--- src/rtl/vga_pkg.sv ---
// Shared encodings and colour constants for the tile renderer.
package vga_pkg;

  typedef enum logic [1:0] {
    TILE_NONE = 2'd0,
    TILE_HEAD = 2'd1,
    TILE_BODY = 2'd2,
    TILE_WALL = 2'd3
  } tile_t;

  localparam int NUM_THEME_TBL = 6;

  // Index 0 sits in the least-significant slot.
  localparam logic [NUM_THEME_TBL-1:0][11:0] HEAD_TBL =
    {12'hFF0, 12'h8E9, 12'h709, 12'h790, 12'hF00, 12'hFF0};
  localparam logic [NUM_THEME_TBL-1:0][11:0] BODY_TBL =
    {12'h0F0, 12'h847, 12'hB0F, 12'h09F, 12'h0FF, 12'hF00};

  localparam logic [11:0] APPLE_COLOR  = 12'h00F;
  localparam logic [11:0] WALL_COLOR   = 12'hB55;
  localparam logic [11:0] CORNER_COLOR = 12'h000;
  localparam logic [11:0] GRID_COLOR   = 12'h111;
  localparam logic [11:0] BLANK_COLOR  = 12'h000;

  function automatic logic [11:0] theme_color(input logic [2:0] sel, input logic body);
    return body ? BODY_TBL[sel] : HEAD_TBL[sel];
  endfunction

endpackage

--- src/rtl/vga_tile_renderer_if.sv ---
// Tile fetch and video output bundle between the renderer and its host.
interface vga_tile_renderer_if;
  logic        pix_en;
  logic [2:0]  theme;
  logic [5:0]  apple_x;
  logic [4:0]  apple_y;
  logic [5:0]  tile_x;
  logic [4:0]  tile_y;
  logic [1:0]  tile_type;
  logic        hsync;
  logic        vsync;
  logic        de;
  logic        frame_start;
  logic [11:0] color_out;

  modport master (
    output pix_en, theme, apple_x, apple_y, tile_type,
    input  tile_x, tile_y, hsync, vsync, de, frame_start, color_out
  );

  modport slave (
    input  pix_en, theme, apple_x, apple_y, tile_type,
    output tile_x, tile_y, hsync, vsync, de, frame_start, color_out
  );
endinterface

--- src/rtl/vga_timing.sv ---
// Raster counters with raw (unregistered) sync, active and first-pixel flags.
module vga_timing #(
  parameter int H_ACTIVE = 640,
  parameter int H_FP     = 16,
  parameter int H_SYNC   = 96,
  parameter int H_BP     = 48,
  parameter int V_ACTIVE = 480,
  parameter int V_FP     = 10,
  parameter int V_SYNC   = 2,
  parameter int V_BP     = 33,
  localparam int H_TOTAL = H_ACTIVE + H_FP + H_SYNC + H_BP,
  localparam int V_TOTAL = V_ACTIVE + V_FP + V_SYNC + V_BP,
  localparam int HW      = $clog2(H_TOTAL),
  localparam int VW      = $clog2(V_TOTAL)
) (
  input  logic          clk,
  input  logic          rst,
  input  logic          pix_en,
  output logic [HW-1:0] h,
  output logic [VW-1:0] v,
  output logic          active,
  output logic          hsync_n,
  output logic          vsync_n,
  output logic          first
);

  always_ff @(posedge clk or negedge rst) begin
    if (!rst) begin
      h <= '0;
      v <= '0;
    end else if (pix_en) begin
      if (int'(h) == H_TOTAL - 1) begin
        h <= '0;
        v <= (int'(v) == V_TOTAL - 1) ? '0 : v + 1'b1;
      end else begin
        h <= h + 1'b1;
      end
    end
  end

  assign active  = (int'(h) < H_ACTIVE) && (int'(v) < V_ACTIVE);
  assign hsync_n = !((int'(h) >= H_ACTIVE + H_FP) && (int'(h) < H_ACTIVE + H_FP + H_SYNC));
  assign vsync_n = !((int'(v) >= V_ACTIVE + V_FP) && (int'(v) < V_ACTIVE + V_FP + V_SYNC));
  assign first   = (h == '0) && (v == '0);

endmodule

--- src/rtl/vga_tile_renderer.sv ---
// Two-stage tile renderer: tile fetch address, then colour/sync register.
// Build option: define VGA_GRID_EN to draw a 12'h111 grid on empty tiles.
module vga_tile_renderer
  import vga_pkg::*;
#(
  parameter int H_ACTIVE  = 640,
  parameter int H_FP      = 16,
  parameter int H_SYNC    = 96,
  parameter int H_BP      = 48,
  parameter int V_ACTIVE  = 480,
  parameter int V_FP      = 10,
  parameter int V_SYNC    = 2,
  parameter int V_BP      = 33,
  parameter int TILE_LOG2 = 4,
  parameter int THEMES    = 6
) (
  input logic               clk,
  input logic               rst,
  vga_tile_renderer_if.slave bus
);

  localparam int H_TOTAL = H_ACTIVE + H_FP + H_SYNC + H_BP;
  localparam int V_TOTAL = V_ACTIVE + V_FP + V_SYNC + V_BP;
  localparam int HW      = $clog2(H_TOTAL);
  localparam int VW      = $clog2(V_TOTAL);
  localparam int TILE    = 1 << TILE_LOG2;

  if (((H_ACTIVE + TILE - 1) >> TILE_LOG2) > 64 ||
      ((V_ACTIVE + TILE - 1) >> TILE_LOG2) > 32) begin : g_bad_tile_grid
    $error("visible tile grid does not fit tile_x/tile_y");
  end

  logic [HW-1:0] h;
  logic [VW-1:0] v;
  logic          act0, hs0_n, vs0_n, first0;

  vga_timing #(
    .H_ACTIVE(H_ACTIVE), .H_FP(H_FP), .H_SYNC(H_SYNC), .H_BP(H_BP),
    .V_ACTIVE(V_ACTIVE), .V_FP(V_FP), .V_SYNC(V_SYNC), .V_BP(V_BP)
  ) u_timing (
    .clk(clk), .rst(rst), .pix_en(bus.pix_en),
    .h(h), .v(v), .active(act0), .hsync_n(hs0_n), .vsync_n(vs0_n), .first(first0)
  );

  typedef struct packed {
    logic                 act;
    logic                 hs_n;
    logic                 vs_n;
    logic                 first;
    logic [TILE_LOG2-1:0] lx;
    logic [TILE_LOG2-1:0] ly;
  } s1_t;

  s1_t        s1;
  logic [5:0] tile_x_q;
  logic [4:0] tile_y_q;

  always_ff @(posedge clk or negedge rst) begin
    if (!rst) begin
      s1.act   <= 1'b0;
      s1.hs_n  <= 1'b1;
      s1.vs_n  <= 1'b1;
      s1.first <= 1'b0;
      s1.lx    <= '0;
      s1.ly    <= '0;
      tile_x_q <= '0;
      tile_y_q <= '0;
    end else if (bus.pix_en) begin
      s1.act   <= act0;
      s1.hs_n  <= hs0_n;
      s1.vs_n  <= vs0_n;
      s1.first <= first0;
      s1.lx    <= h[TILE_LOG2-1:0];
      s1.ly    <= v[TILE_LOG2-1:0];
      tile_x_q <= 6'(h >> TILE_LOG2);
      tile_y_q <= 5'(v >> TILE_LOG2);
    end
  end

  logic [11:0] none_color;
`ifdef VGA_GRID_EN
  assign none_color = (s1.lx == '0 || s1.ly == '0) ? GRID_COLOR : BLANK_COLOR;
`else
  assign none_color = BLANK_COLOR;
`endif

  // The live theme is taken on the first pixel and then held for the frame.
  logic [2:0]  theme_q, theme_eff, theme_sel;
  logic        corner, apple_hit;
  logic [11:0] pix;

  always_comb begin
    theme_eff = s1.first ? bus.theme : theme_q;
    theme_sel = (int'(theme_eff) < THEMES && int'(theme_eff) < NUM_THEME_TBL) ? theme_eff : 3'd0;
    corner    = (s1.lx == '0) && (s1.ly == '0);
    apple_hit = (tile_x_q == bus.apple_x) && (tile_y_q == bus.apple_y);
    pix       = BLANK_COLOR;
    if (s1.act) begin
      if (apple_hit) begin
        pix = corner ? CORNER_COLOR : APPLE_COLOR;
      end else begin
        case (tile_t'(bus.tile_type))
          TILE_WALL: pix = WALL_COLOR;
          TILE_HEAD, TILE_BODY:
            pix = corner ? CORNER_COLOR : theme_color(theme_sel, bus.tile_type == TILE_BODY);
          default:   pix = none_color;
        endcase
      end
    end
  end

  logic [11:0] color_q;
  logic        de_q, hs_q, vs_q, fs_q;

  always_ff @(posedge clk or negedge rst) begin
    if (!rst) begin
      color_q <= '0;
      de_q    <= 1'b0;
      hs_q    <= 1'b1;
      vs_q    <= 1'b1;
      fs_q    <= 1'b0;
      theme_q <= '0;
    end else if (bus.pix_en) begin
      color_q <= pix;
      de_q    <= s1.act;
      hs_q    <= s1.hs_n;
      vs_q    <= s1.vs_n;
      fs_q    <= s1.first;
      theme_q <= theme_eff;
    end
  end

  assign bus.tile_x      = tile_x_q;
  assign bus.tile_y      = tile_y_q;
  assign bus.color_out   = color_q;
  assign bus.de          = de_q;
  assign bus.hsync       = hs_q;
  assign bus.vsync       = vs_q;
  // Gated so the pulse never lingers through strobe-less cycles.
  assign bus.frame_start = fs_q & bus.pix_en;

endmodule

--- src/flat_wrapper.sv ---
// flat-port wrapper written by rule: the top's interface ports become plain ports
module vga_tile_renderer_flat import vga_pkg::*;
#(
  parameter int H_ACTIVE  = 640,
  parameter int H_FP      = 16,
  parameter int H_SYNC    = 96,
  parameter int H_BP      = 48,
  parameter int V_ACTIVE  = 480,
  parameter int V_FP      = 10,
  parameter int V_SYNC    = 2,
  parameter int V_BP      = 33,
  parameter int TILE_LOG2 = 4,
  parameter int THEMES    = 6
)
  (clk, rst, bus_pix_en, bus_theme, bus_apple_x, bus_apple_y, bus_tile_type, bus_tile_x, bus_tile_y, bus_hsync, bus_vsync, bus_de, bus_frame_start, bus_color_out);
  vga_tile_renderer_if bus_i ();
  input logic clk;
  input logic rst;
  input wire logic [$bits(bus_i.pix_en)-1:0] bus_pix_en;
  input wire logic [$bits(bus_i.theme)-1:0] bus_theme;
  input wire logic [$bits(bus_i.apple_x)-1:0] bus_apple_x;
  input wire logic [$bits(bus_i.apple_y)-1:0] bus_apple_y;
  input wire logic [$bits(bus_i.tile_type)-1:0] bus_tile_type;
  output wire logic [$bits(bus_i.tile_x)-1:0] bus_tile_x;
  output wire logic [$bits(bus_i.tile_y)-1:0] bus_tile_y;
  output wire logic [$bits(bus_i.hsync)-1:0] bus_hsync;
  output wire logic [$bits(bus_i.vsync)-1:0] bus_vsync;
  output wire logic [$bits(bus_i.de)-1:0] bus_de;
  output wire logic [$bits(bus_i.frame_start)-1:0] bus_frame_start;
  output wire logic [$bits(bus_i.color_out)-1:0] bus_color_out;
  assign bus_i.pix_en = bus_pix_en;
  assign bus_i.theme = bus_theme;
  assign bus_i.apple_x = bus_apple_x;
  assign bus_i.apple_y = bus_apple_y;
  assign bus_i.tile_type = bus_tile_type;
  assign bus_tile_x = bus_i.tile_x;
  assign bus_tile_y = bus_i.tile_y;
  assign bus_hsync = bus_i.hsync;
  assign bus_vsync = bus_i.vsync;
  assign bus_de = bus_i.de;
  assign bus_frame_start = bus_i.frame_start;
  assign bus_color_out = bus_i.color_out;
  vga_tile_renderer #(.H_ACTIVE(H_ACTIVE), .H_FP(H_FP), .H_SYNC(H_SYNC), .H_BP(H_BP), .V_ACTIVE(V_ACTIVE), .V_FP(V_FP), .V_SYNC(V_SYNC), .V_BP(V_BP), .TILE_LOG2(TILE_LOG2), .THEMES(THEMES)) u_core (.clk(clk), .rst(rst), .bus(bus_i));
endmodule
--- config.mk ---
export PLATFORM = sky130hd
export DESIGN_NAME = vga_tile_renderer_flat
export DESIGN_NICKNAME = d
export VERILOG_FILES = /design/src/rtl/vga_pkg.sv /design/src/rtl/vga_tile_renderer_if.sv /design/src/rtl/vga_timing.sv /design/src/rtl/vga_tile_renderer.sv /design/src/flat_wrapper.sv
export SDC_FILE = /design/constraint.sdc
export NUM_CORES = 1
export LEC_CHECK = 0
export ABC_AREA = 1
export CAP_MARGIN = 20
export CORE_ASPECT_RATIO = 0.9
export CORE_MARGIN = 1
export CORE_UTILIZATION = 50
export DETAILED_ROUTE_END_ITERATION = 6
export PLACE_DENSITY = 0.74
export SLEW_MARGIN = 0
export SYNTH_ARGS = -nofsm -noshare
export SYNTH_HDL_FRONTEND = slang
export SYNTH_SLANG_ARGS = --single-unit
--- constraint.sdc ---
create_clock -name clk -period 2.6 [get_ports clk]
set_clock_uncertainty 0.2 [all_clocks]
set_input_delay 0.78 -clock clk [delete_from_list [all_inputs] [get_ports clk]]
set_output_delay 0.78 -clock clk [all_outputs]
set_load 0.1 [all_outputs]
# Word-level counts from Yosys, hierarchy flattened
# Memories as Yosys holds them, arrays and structs flattened.
# Index checks and enable logic that the tools add are counted.
[word_totals]
latchBits = 0
regBits = 62
mem_count = 2
romBits = 192
out_inout_bits = 27
mem_bits_rw = 0
[mem_list]
columns = ["name", "depth", "word_bits", "read_ports", "rd_ports_with_merged_regs", "write_ports", "line_no", "source"]
rows = [
  ["(name not given)", 8, 12, 1, 0, 0, "vga_pkg.sv:26", "return body ? BODY_TBL[sel] : HEAD_TBL[sel];"],
  ["(name not given)", 8, 12, 1, 0, 0, "vga_pkg.sv:26", ""],
]
[op_classes]
multipliers = 0
n_eq_ne = 7
muxes = 12
n_lt_le_gt_ge = 8
n_shift = 0
div_mod_pow = 0
add_sub_neg = 2
reduce_logical = 14
bitwise = 1
[ops]
columns = ["operator", "count"]
rows = [
  ["12-bit two-way mux", 6],
  ["12-bit one-hot mux with 2 select lines", 1],
  ["10-bit by 1-bit adder with 10-bit output (second input constant)", 2],
  ["10-bit zero test", 2],
  ["10-bit < comparator (second input constant)", 2],
  ["10-bit by 9-bit < comparator with 1-bit output (second input constant)", 2],
  ["10-bit two-way mux", 2],
  ["10-bit equality test (second input constant)", 1],
  ["10-bit by 9-bit equality test with 1-bit output (second input constant)", 1],
  ["10-bit greater-or-equal comparator (second input constant)", 1],
  ["10-bit by 9-bit greater-or-equal comparator with 1-bit output (second input constant)", 1],
  ["4-bit zero test", 2],
  ["6-bit equality test", 1],
  ["1-bit logical AND", 6],
  ["3-bit two-way mux", 2],
  ["5-bit equality test", 1],
  ["2-bit equality test (second input constant)", 2],
  ["3-bit by 4-bit < comparator with 1-bit output (second input constant)", 1],
  ["4-bit two-way mux", 1],
  ["3-bit < comparator (second input constant)", 1],
  ["2-bit by 1-bit equality test with 1-bit output (second input constant)", 1],
  ["1-bit zero test", 2],
  ["2-bit AND reduction", 1],
  ["2-bit OR reduction", 1],
  ["1-bit bitwise AND", 1],
]

# Depth between registers and ports, before layout
[depth]
depth_word = 10
depth_mapped = 14
depth_no_buf = 13

# Modules after synthesis
# From an unflattened synthesis, not the netlist that was laid out.
[unflattened]
hier_cells = 457
hier_area_um2 = 3418.3
[modules_own_cells]
columns = ["module", "area_per_inst_um2", "n_inst", "seq_area_each_um2", "cells_per_inst"]
rows = [
  ["vga_tile_renderer", 2182.1, 1, 1031.0, 294],
  ["vga_timing", 1236.2, 1, 500.5, 163],
]

# Worst setup path after synthesis
# OpenSTA, ideal clock, no wires.
[synth_timing]
kind = "input -> output"
start = "in bus_pix_en"
end = "out bus_frame_start"
arrival_ns = 1.845
path_slack_ns = -0.225
t_required_ns = 1.620
n_path_buf = 2
stages = 4
cell_sequence = "buf_4 clkbuf_1 nand2_1 inv_1"
[synth_via]
elab_chain_cells = 1
[synth_rtl]
columns = ["item", "line_no", "source"]
rows = [
  ["from (decl)", "flat_wrapper.sv:19", "input wire logic [$bits(bus_i.pix_en)-1:0] bus_pix_en;"],
  ["1-bit bitwise AND", "vga_tile_renderer.sv:140", "assign bus.frame_start = fs_q & bus.pix_en;"],
  ["to (decl)", "flat_wrapper.sv:29", "output wire logic [$bits(bus_i.frame_start)-1:0] bus_frame_start;"],
]
# No other way between the ends.

# Worst setup path in the final report
[layout_timing]
start = "in bus_tile_type[0]"
end = "reg u_core.color_q[6], in the netlist u_core.bus.color_out[6]"
[layout_via]
elab_chain_cells = 6
[layout_rtl]
columns = ["item", "line_no", "source"]
rows = [
  ["from (decl)", "flat_wrapper.sv:23", "input wire logic [$bits(bus_i.tile_type)-1:0] bus_tile_type;"],
  ["2-bit equality test", "vga_tile_renderer.sv:102, vga_tile_renderer.sv:105", ""],
  ["12-bit two-way mux", "vga_pkg.sv:26", ""],
  ["12-bit two-way mux", "vga_tile_renderer.sv:105", "pix = corner ? CORNER_COLOR : theme_color(theme_sel, bus.tile_type == TILE_BODY);"],
  ["12-bit one-hot mux with 2 select lines (*)", "vga_tile_renderer.sv:102", "case (tile_t'(bus.tile_type))"],
  ["12-bit two-way mux (*)", "vga_tile_renderer.sv:99", "if (apple_hit) begin"],
  ["12-bit two-way mux (*)", "vga_tile_renderer.sv:98", "if (s1.act) begin"],
  ["to (signal assigned)", "vga_tile_renderer.sv:124", "color_q <= pix;"],
  ["to (decl)", "vga_tile_renderer.sv:112", "logic [11:0] color_q;"],
]
# Mark *: on every way between the ends. The rest lies on a longest branch, timed or not.
# A chain may end at the register's enable or synchronous reset.

==> metrics list <==
- The number of global-route vias before repair is 2992.
- Vertical extent of the die: 79.9 um
- Setup repair after global routing missed its margin: no
- Counting flops and latches in the post-synthesis netlist gives 61.
* Capturing element type of the critical path: register
- Detailed placement finished with a half-perimeter wire length of 5850 um.
* Data required time at the worst endpoint: approximately 2.7 ns
- Worst min-delay path class: in2async
- For this run, the number of standard cells in the final layout without fillers is 607.
* Share of Yosys cell area claimed by the top area cell type: between 40% and 50%
* Final count of negative-setup-slack endpoints: 0
- The clock net in this run drives a total of 61 sinks.
- Number of inserted diodes: 0
- Power Dens Cells: ~740 mW/mm^2
- Buffers inserted to repair hold after CTS numbered 0.
* Data arrival time of the critical path: approximately 2.4 ns
- Largest net degree at the start of global routing: 24
- Combinational Power Share: between 20 and 30%
- The biggest area contributor in the post-synthesis netlist is sky130_fd_sc_hd__dfrtp_1.
- Max Cap Viol: 0
- Routed wire length: 7830 um
- Cell internal power was estimated by the tool at 1.97 mW.
- Switching share of power: 37.1%
- Placed cell count: 591
- Post-layout total power: between 3 and 4 mW
* Final core area utilization: 65.1%
- By startpoint and endpoint, the worst setup path is classified as in2reg.
- The clock passes through at most 2 buffers.
- Final-report max-slew violation count: 0
- In this design, the stage delay of the slowest critical-path cell is 0.49 ns.
* Share of the yosys chip area belonging to registers: 45.4%
- TritonCTS built the clock tree.
- Initial Util: 51.5%
* Ratio of final minimum period to clock period: 88.4%
- Counting the buffers created by CTS gives 9.
- Status: finished, final reports clean
- The floorplan has 28 rows.
- Share of power burned in the clock network: a little under a third
* Family of cells with the greatest summed delay on the critical path: simple AND/OR/NAND/NOR gates
- After clock tree synthesis, the clock-pin slew on the worst setup and hold paths is around 0.08 ns.
- Worst path cell trace: clkdlybuf4s50_1 > inv_1 > ha_1 > inv_1 > nor3_1 > nand2_1 > nor2_1 > o21ai_1 > nand2_1
- The H-tree was split into 3 levels.
* Number of nets in the layout: 539
- Gate count after technology mapping: 443
* Layout cell share with drive strength beyond 1: 18.4%
- Lkg Pwr: 2.22 nW
- Number of distinct library cell variants in the gate-level netlist after synthesis: 35
- The initial antenna violation count is 0.
- Dividing the detail-routed wire length by the instance count gives 12.9 um.
- Clock period minus final worst setup slack: about 2.3 ns
- For the pin with the worst max-slew slack, the measured transition is between 0.5 and 0.6 ns.
- Clock Root Buffer: sky130_fd_sc_hd__clkbuf_8
- Setup total negative slack on the finished layout was measured at 0 ns.
- Averaged over all synthesized cells, the footprint is 7.61 um^2.
- Number of buffers added on ports: 45
- Horizontal extent of the die: ~89 um
- The filler cells instantiated in the layout total roughly 560.
* Die Area: 0.00708 mm^2
- Worst relative slew slack: 62.9%
- In this run the power spent charging and discharging nets is 1.16 mW.
- Core area: between 0.006 and 0.007 mm^2
- The congestion estimate from routability-driven global placement came to ~0.85.
- First DRT Iteration DRCs: 223
* Total number of vias: about 3000
* Number of warning messages in the yosys log: 0
- The count of final hold-check violations is 0.
* Max rail drop VDD: 329 uV
* Wire length of the first global-routing pass: 13200 um
- Summed over all layers, the global routing overflow is 0.
- Final hold analysis gives a worst-case slack of 0.218 ns.
* Sum of buffers and inverters on the critical path: 3
- Crit Path Max Fanout: 3
- The later pin in the worst-skew pair is clocked with a latency of 0.35 ns.
- Layout overhead on the synthesized area: 26.4%
- Global routing used 24.7% of the available tracks across all layers.
* Startpoint Class: input pin
* Detailed Routing Iterations Pass 1: 5
- After detailed routing, the number of remaining DRC violations is 0.
- By area the synthesized netlist is led by sky130_fd_sc_hd__dfrtp_1 (42%), sky130_fd_sc_hd__nand2_1 (16%), sky130_fd_sc_hd__inv_1 (6.7%).
- Synth Cell Area: ~0.0034 mm^2
* Antenna viol nets, final: 0
- Using the TritonRoute via totals, the vias-per-cell ratio works out to 5.02.
- Fmax: 0.435 GHz
- Total setup buffers inserted after CTS: 0
- Synthesis produced a netlist with a net count of 470.
* Critical path's slowest cell: sky130_fd_sc_hd__clkdlybuf4s50_1
- Sequential fraction of design power: ~40%
- 46 I/O pins were placed.
[cell usage in the layout (no fill, tap or decap), types with 2 or more instances in the layout]
| master | n |
|---|---|
| sky130_fd_sc_hd__a21oi_1 | 3 |
| sky130_fd_sc_hd__a31oi_1 | 2 |
| sky130_fd_sc_hd__buf_12 | 4 |
| sky130_fd_sc_hd__buf_4 | 48 |
| sky130_fd_sc_hd__bufinv_16 | 2 |
| sky130_fd_sc_hd__clkbuf_8 | 11 |
| sky130_fd_sc_hd__clkdlybuf4s50_1 | 16 |
| sky130_fd_sc_hd__clkinv_2 | 2 |
| sky130_fd_sc_hd__dfrtp_1 | 57 |
| sky130_fd_sc_hd__dfstp_2 | 4 |
| sky130_fd_sc_hd__ha_1 | 8 |
| sky130_fd_sc_hd__inv_1 | 59 |
| sky130_fd_sc_hd__inv_2 | 3 |
| sky130_fd_sc_hd__nand2_1 | 146 |
| sky130_fd_sc_hd__nand2_2 | 8 |
| sky130_fd_sc_hd__nand3_1 | 28 |
| sky130_fd_sc_hd__nand3b_1 | 2 |
| sky130_fd_sc_hd__nand4_1 | 3 |
| sky130_fd_sc_hd__nor2_1 | 29 |
| sky130_fd_sc_hd__nor3_1 | 7 |
| sky130_fd_sc_hd__nor3_2 | 3 |
| sky130_fd_sc_hd__nor4_1 | 3 |
| sky130_fd_sc_hd__o21ai_0 | 33 |
| sky130_fd_sc_hd__o21ai_1 | 4 |
| sky130_fd_sc_hd__o21ai_2 | 3 |
| sky130_fd_sc_hd__o31ai_1 | 3 |
| sky130_fd_sc_hd__xnor2_1 | 5 |
| sky130_fd_sc_hd__xor2_1 | 8 |
[final timing paths]
kind	start	endpoint	slack (ns)	cells after the start
setup reg to reg	u_core.s1[8]	u_core.bus.color_out[4]	0.60	12
hold / removal	rst	u_core.bus.de	0.22	1
min in group clk	u_core.s1[9]	u_core.bus.vsync	0.27	2
setup / recovery	bus_tile_type[0]	u_core.bus.color_out[6]	0.30	9
hold reg to reg	u_core.s1[9]	u_core.bus.vsync	0.27	2
max in group asynchronous	rst	u_core.bus.tile_y[1]	1.32	2
[power by group through the flow]
stage	Sequential (mW)	Combinational, mW	Clock (mW)
after CTS	1.25	0.922	0.983
after global routing	1.27	1.01	1.03
after detailed placement	1.26	0.916	0
after global placement	1.25	0.896	0
final	1.25	0.919	0.968
after floorplan	1.49	0.401	0
[cell type report]
type	instances	area, um^2	share of cell area (%)
clock buffer	12	155	3.64
clock inverter	4	70.1	1.64
inverter	63	240	5.64
multi-input combinational	307	1540	36.0
sequential	61	1530	35.9
tap	90	113	2.64
timing repair buffer	70	618	14.5
[metrics by stage]
step                worst slack [ns]  instance area, um^2
global route                   0.122                 4260
finish                         0.302                 4260
floorplan                     0.0142                 3380
CTS                          0.00746                 4260
global placement              -0.128                 4030
detailed placement            -0.134                 4030
[metal layers]
| layer | up-vias | GRT usage, % | routed length [um] | share of wire (%) |
|---|---|---|---|---|
| li1 | 1531 | - | - | - |
| met1 | 1406 | 30.1 | 3590 | 46 |
| met2 | 89 | 40.7 | 3750 | 48 |
| met3 | 23 | 8.07 | 371 | 4.7 |
| met4 | 0 | 8.55 | 119 | 1.5 |
| met5 | - | 0 | 0 | 0 |
[repair_timing]
item                                    4_1_cts  5_1_grt
gates resized for setup                       1        1
endpoints found under the setup margin        1        1
endpoints found under the hold margin         0        0
cloned                                        0        0
[cells by family (layout without fill, tap and decap cells)]
| kind of cell | Yosys count | in the layout | share of synthesized area (%) |
|---|---|---|---|
| fa+ha+maj | 8 | 8 | 2.97 |
| xor+xnor | 13 | 13 | 3.38 |
| simple gates | 235 | 235 | 30.3 |
| buf+inv | 75 | 149 | 9.16 |
| flops | 61 | 61 | 45.4 |
| compound gates | 51 | 51 | 8.75 |
[registers in the layout, summed over array words and instances, names as in the netlist]
register,flops
u_core.s1,12
u_core.bus.color_out,11
u_core.u_timing.h,10
u_core.u_timing.v,10
u_core.bus.tile_x,6
u_core.bus.tile_y,5
u_core.theme_q,3
u_core.bus.de,1
u_core.bus.hsync,1
u_core.bus.vsync,1
u_core.fs_q,1
[cell usage after synthesis]
cell type and count:
sky130_fd_sc_hd__ha_1 8, sky130_fd_sc_hd__buf_2 1, sky130_fd_sc_hd__xnor2_1 5, sky130_fd_sc_hd__o21ai_1 4, sky130_fd_sc_hd__buf_4 3, sky130_fd_sc_hd__nor3_1 7
sky130_fd_sc_hd__nor3_2 3, sky130_fd_sc_hd__nor4_4 1, sky130_fd_sc_hd__inv_1 60, sky130_fd_sc_hd__nand4_1 3, sky130_fd_sc_hd__nand2_2 7, sky130_fd_sc_hd__and3_1 1
sky130_fd_sc_hd__nor2_4 1, sky130_fd_sc_hd__o31ai_2 1, sky130_fd_sc_hd__a32o_1 1, sky130_fd_sc_hd__inv_2 3, sky130_fd_sc_hd__o2111a_1 1, sky130_fd_sc_hd__nor2_1 29
sky130_fd_sc_hd__nor2_2 1, sky130_fd_sc_hd__dfrtp_1 57, sky130_fd_sc_hd__clkbuf_1 6, sky130_fd_sc_hd__o31ai_1 3, sky130_fd_sc_hd__nand3_1 28, sky130_fd_sc_hd__a21oi_1 3
sky130_fd_sc_hd__nand3_2 1, sky130_fd_sc_hd__nor4_1 3, sky130_fd_sc_hd__buf_6 2, sky130_fd_sc_hd__a31oi_1 2, sky130_fd_sc_hd__nand2_1 147, sky130_fd_sc_hd__dfstp_2 4
sky130_fd_sc_hd__o21ai_0 33, sky130_fd_sc_hd__o21ai_2 3, sky130_fd_sc_hd__xor2_1 8, sky130_fd_sc_hd__nor2b_1 1, sky130_fd_sc_hd__nand3b_1 2
No activity file was read; power rests on OpenSTA's default activity.
